### config.mk
export PLATFORM = sky130hd
export DESIGN_NAME = id_ex_operand_stage
export DESIGN_NICKNAME = d
export VERILOG_FILES = /design/src/rtl/id_ex_operand_stage.sv
export SDC_FILE = /design/constraint.sdc
export NUM_CORES = 1
export LEC_CHECK = 0
export CORE_ASPECT_RATIO = 0.8
export CORE_UTILIZATION = 41
export DETAILED_ROUTE_END_ITERATION = 7
export PLACE_DENSITY = 0.84
export SKIP_CTS_REPAIR_TIMING = 1
export SYNTH_ARGS = -nofsm -noshare
export SYNTH_HDL_FRONTEND = slang
export SYNTH_SLANG_ARGS = --single-unit
### constraint.sdc
create_clock -name clk -period 3 [get_ports clk]
set_input_delay 0.9 -clock clk [delete_from_list [all_inputs] [get_ports clk]]
set_output_delay 0.9 -clock clk [all_outputs]
set_load 0.1 [all_outputs]
### src/rtl/id_ex_operand_stage.sv
`default_nettype none
// ============================================================================
// Module      : id_ex_operand_stage
// Description : ID/EX pipeline register with EX/MEM and MEM/WB operand
//               forwarding, destination and ALU operand-B selection.
// Revision    : 1.0 - initial release
// ============================================================================
module id_ex_operand_stage #(
    parameter int W        = 32,
    parameter int RA       = 5,
    parameter int LINK_REG = 31
) (
    input  logic          clk,
    input  logic          reset,
    input  logic          in_valid,
    input  logic          stall,
    input  logic          flush,
    input  logic [RA-1:0] rs,
    input  logic [RA-1:0] rt,
    input  logic [RA-1:0] rd,
    input  logic [W-1:0]  bus_a,
    input  logic [W-1:0]  bus_b,
    input  logic [W-1:0]  imm,
    input  logic [4:0]    shamt,
    input  logic [1:0]    reg_dst,
    input  logic [1:0]    alu_src,
    input  logic          mem_to_reg,
    input  logic          reg_write,
    input  logic          exm_reg_write,
    input  logic          mwb_reg_write,
    input  logic [RA-1:0] exm_rw,
    input  logic [RA-1:0] mwb_rw,
    input  logic [W-1:0]  exm_data,
    input  logic [W-1:0]  mwb_data,
    output logic          out_valid,
    output logic [W-1:0]  out_alu_a,
    output logic [W-1:0]  out_alu_b,
    output logic [W-1:0]  out_store_data,
    output logic [RA-1:0] out_rw,
    output logic          out_mem_to_reg,
    output logic          out_reg_write,
    output logic [1:0]    out_fwd_a,
    output logic [1:0]    out_fwd_b
);

    localparam logic [RA-1:0] c_LINK    = RA'(LINK_REG);
    localparam logic [1:0]    c_FWD_RF  = 2'b00;
    localparam logic [1:0]    c_FWD_EXM = 2'b01;
    localparam logic [1:0]    c_FWD_MWB = 2'b10;

    logic [1:0]    w_fwdA;
    logic [1:0]    w_fwdB;
    logic [W-1:0]  w_fa;
    logic [W-1:0]  w_fb;
    logic [W-1:0]  w_aluB;
    logic [RA-1:0] w_rw;
    logic          w_effRegWrite;

    logic          r_valid;
    logic [W-1:0]  r_aluA;
    logic [W-1:0]  r_aluB;
    logic [W-1:0]  r_storeData;
    logic [RA-1:0] r_rw;
    logic          r_memToReg;
    logic          r_regWrite;
    logic [1:0]    r_fwdA;
    logic [1:0]    r_fwdB;

    // EX/MEM is the younger producer, so it is checked first; r0 never forwards.
    always_comb begin
        w_fwdA = c_FWD_RF;
        w_fa   = bus_a;
        if (rs != '0 && exm_reg_write && exm_rw == rs) begin
            w_fwdA = c_FWD_EXM;
            w_fa   = exm_data;
        end else if (rs != '0 && mwb_reg_write && mwb_rw == rs) begin
            w_fwdA = c_FWD_MWB;
            w_fa   = mwb_data;
        end

        w_fwdB = c_FWD_RF;
        w_fb   = bus_b;
        if (rt != '0 && exm_reg_write && exm_rw == rt) begin
            w_fwdB = c_FWD_EXM;
            w_fb   = exm_data;
        end else if (rt != '0 && mwb_reg_write && mwb_rw == rt) begin
            w_fwdB = c_FWD_MWB;
            w_fb   = mwb_data;
        end

        case (alu_src)
            2'b01:   w_aluB = imm;
            2'b10:   w_aluB = {{(W-5){1'b0}}, shamt};
            default: w_aluB = w_fb;
        endcase

        case (reg_dst)
            2'b01:   w_rw = rd;
            2'b10:   w_rw = c_LINK;
            default: w_rw = rt;
        endcase

        w_effRegWrite = in_valid & reg_write & (w_rw != '0);
    end

    always_ff @(posedge clk) begin
        if (reset || flush) begin
            r_valid     <= 1'b0;
            r_aluA      <= '0;
            r_aluB      <= '0;
            r_storeData <= '0;
            r_rw        <= '0;
            r_memToReg  <= 1'b0;
            r_regWrite  <= 1'b0;
            r_fwdA      <= c_FWD_RF;
            r_fwdB      <= c_FWD_RF;
        end else if (!stall) begin
            r_valid    <= in_valid;
            r_fwdA     <= w_fwdA;
            r_fwdB     <= w_fwdB;
            r_memToReg <= in_valid & mem_to_reg;
            r_regWrite <= w_effRegWrite;
            // Bubbles carry no data so downstream never sees stale operands.
            if (in_valid) begin
                r_aluA      <= w_fa;
                r_aluB      <= w_aluB;
                r_storeData <= w_fb;
                r_rw        <= w_rw;
            end else begin
                r_aluA      <= '0;
                r_aluB      <= '0;
                r_storeData <= '0;
                r_rw        <= '0;
            end
        end
    end

    assign out_valid      = r_valid;
    assign out_alu_a      = r_aluA;
    assign out_alu_b      = r_aluB;
    assign out_store_data = r_storeData;
    assign out_rw         = r_rw;
    assign out_mem_to_reg = r_memToReg;
    assign out_reg_write  = r_regWrite;
    assign out_fwd_a      = r_fwdA;
    assign out_fwd_b      = r_fwdB;

endmodule
`default_nettype wire
==> impl_metrics.ini <==
[status]
status = finished, final reports clean

[worst_setup_path]
slowest_delay_ns = 0.58
required_ns = 3.29
worstPathCellList = clkdlybuf4s50_1 -> or4_4 -> buf_4 -> o211ai_4 -> buf_4 -> o21ai_0 -> and3_1 -> o21ai_1
startpoint_type = input pin
cp_common_cell = buf_4
path_class = input pin to flop
endpoint_kind = flop
worstReg2RegStart = out_alu_b[25]
worstPathMaxFanout = 9
cp_slowest_cell = or4_4
r2r_slack_ns = 2.04
crit_start = rt[1]
r2r_cells = 4
endpoint = out_store_data[10]
rr_endpoint = out_alu_b[25]
crit_arrival_ns = 3.06

[timing]
rsz0062_at_grt = false
tightest_slew_ns = 0.8600
tns_ns = 0
min_period_ns = 2.767
fin_crit_sh_pct = 92.24
timing.fmax_mhz = 361.4
slew_headroom_pct = 42.66
final-setup-viol-count = 0
finalHoldViolCount = 0
skew_ns = 0
maxSlewViolCount = 0

[layout]
nNetsFinal = 1350
design_area_um2 = 9873
drive_above_1_share_pct = 15.77
area_growth_pct = 55.37

[power_and_ir_drop]
p_seq_share_pct = 38.8
netSwitchingFraction_pct = 33.67
p_int_mw = 2.539
power.share.clock_pct = 31.2
p_switching_mw = 1.289
p_comb_share_pct = 30.0
ir_worst_vdd_v = 0.0003054
leakage_nw = 3.750
power_density_nw_per_um2 = 387.7

[placement]
hpwlAfterDp_um = 19140
routabilityCongestion = 0.9294
port-buffer-count = 310
placed_area_um2 = 9585

[floorplan]
dieWidth_um = 141.2
fp.dieH_um = 113.4
core_um2 = 15060
dieArea_um2 = 16000
num_rows = 40
initial_core_util_pct = 42.18
io_pins = 311

[yosys]
syn_avg_cell_area_um2 = 7.347
ys.flop_type = dfxtp_1
synth_top_family_by_area = compound AO/OA/AOI/OAI gates
synth_most_common_cell = o21ai_0
yosysTopAreaCell = dfxtp_1
synthArstFlopShare_pct = 0
synth_area_leaders = dfxtp_1 34%, o21ai_0 11%, nand2_1 7.1%, a21oi_1 4.9%, a311oi_1 4.4%
ys_warn_count = 0
synth-simple-area-share_pct = 20.32
synth_seq_area_share_pct = 34.02
synth_compound_area_share_pct = 36.11
synthTopCellsByCount = 134 x o21ai_0, 120 x nand2_1, 108 x dfxtp_1
ys_types = 45
syn_inst = 865
synth_fa_ha_area_share_pct = 0.7876
synth.area.mux_share_pct = 0.1575
syn-cell-area_um2 = 6355
synth_xor_area_share_pct = 2.756
synth-edff-count = 0
syn-num-nets = 1072
ys_ff_latch = 108
synth_top_area_share_pct = 34.02

[flow_run]
cap_violations = 0

[global_routing]
grt_max_degree = 54
antenna_found_initial = 1
grt_pass1_vias = 7406
track_usage_pct = 33.05
overflow = 0
grt_first_pass_wirelength_um = 41060

[cts]
htree_num_levels = 3
cts-root-buf = clkbuf_16
path_clk_slew_ns = 0.08
cts_tree = done
cts_buffer_depth = 2
cts_buffers = 9
numClockSinks = 108
clkLatencyLatePin_ns = 0.35

[routing]
avgViaCountPerCell = 5.891
route.detailed.drc = 0
wl_per_cell_um = 19.95
drt-total-wl_um = 27110
drtPass1Iterations = 5
vias = 8006
drt_iter0_drc = 769
ant_nets = 0

[hold_path]
hp-class = flop to flop
-- power by group through the flow --
stage               clock network (mW)  logic [mW]  registers (mW)
CTS                               1.21        1.14            1.48
global placement                     0        1.12            1.52
floorplan                            0       0.376            1.75
finish                            1.20        1.15            1.48
detailed placement                   0        1.13            1.52
global route                      1.27        1.21            1.49
-- cells by family after synthesis --
family / Yosys count
adders and majority gates: 4
muxes: 1
buffers and inverters: 86
and+or+nand+nor: 275
AOI/OAI and AO/OA: 371
xor gates and xnor gates: 20
DFF: 108
-- worst max-delay path, delay by kind of cell --
family	cells	cell delay [ns]
AND/OR/NAND/NOR	2	0.81
buffers and inverters	3	0.87
AO/OA/AOI/OAI	3	0.47
-- metal layers --
layer  share of wire (%)  vias up  GRT usage (%)
met1                  39     3727          42.24
met5                   0        -              0
met2                  46      508          54.55
met4                 2.9        0          12.54
met3                  12       55          7.067
li1                    -     3716              -
-- area by class of cell --
type	count	area, um2
fillers	1350	5191
multi-input cells	671	3862
repair buffers	349	3283
flip-flops and latches	108	2162
well taps	210	262.8
clock buffers	10	239.0
clock inverters	6	46.29
inverters	4	15.01
diodes	1	2.502
-- stage by stage --
stage / total power, mW / util (%) / hold WS (ns) / instances / setup WS [ns]
final: 3.827 / 65.54 / 0.4478 / 1359 / 0.2327
after global routing: 3.963 / 65.54 / 0.4707 / 1359 / 0.1574
after CTS: 3.831 / 65.52 / 0.4496 / 1358 / 0.2854
after detailed placement: 2.648 / 63.63 / 0.4391 / 1342 / -0.08447
after global placement: 2.636 / 63.63 / 0.4351 / 1342 / -0.04945
after floorplan: 2.122 / - / 0.8735 / 865 / 0.5718
-- worst min path at each step --
stage / start / end / slack [ns] / cells after the start
CTS: out_alu_a[16] / out_alu_a[16] / 0.45 / 2
detailed placement: out_alu_a[16] / out_alu_a[16] / 0.44 / 2
global route: out_store_data[5] / out_store_data[5] / 0.47 / 2
finish: out_alu_a[9] / out_alu_a[9] / 0.45 / 2
floorplan: out_alu_a[17] / out_alu_a[17] / 0.87 / 2
global placement: out_alu_a[8] / out_alu_a[8] / 0.44 / 2
-- cell usage in the layout (no fill, tap or decap), types with 6 or more instances in the layout --
master           count
dfxtp_1            108
a311oi_1            32
a22oi_1             11
a21oi_1             62
o21ai_1             47
nor2_1              41
a21boi_0            32
and2_1              26
xnor2_1             16
a22o_1               6
nand2_1            120
o21ai_0            134
buf_4              134
clkdlybuf4s50_1    201
and3_1              27
clkbuf_16            9
o311ai_1            26
buf_12              13
nand3_1             34
No activity file was read; power rests on OpenSTA's default activity.
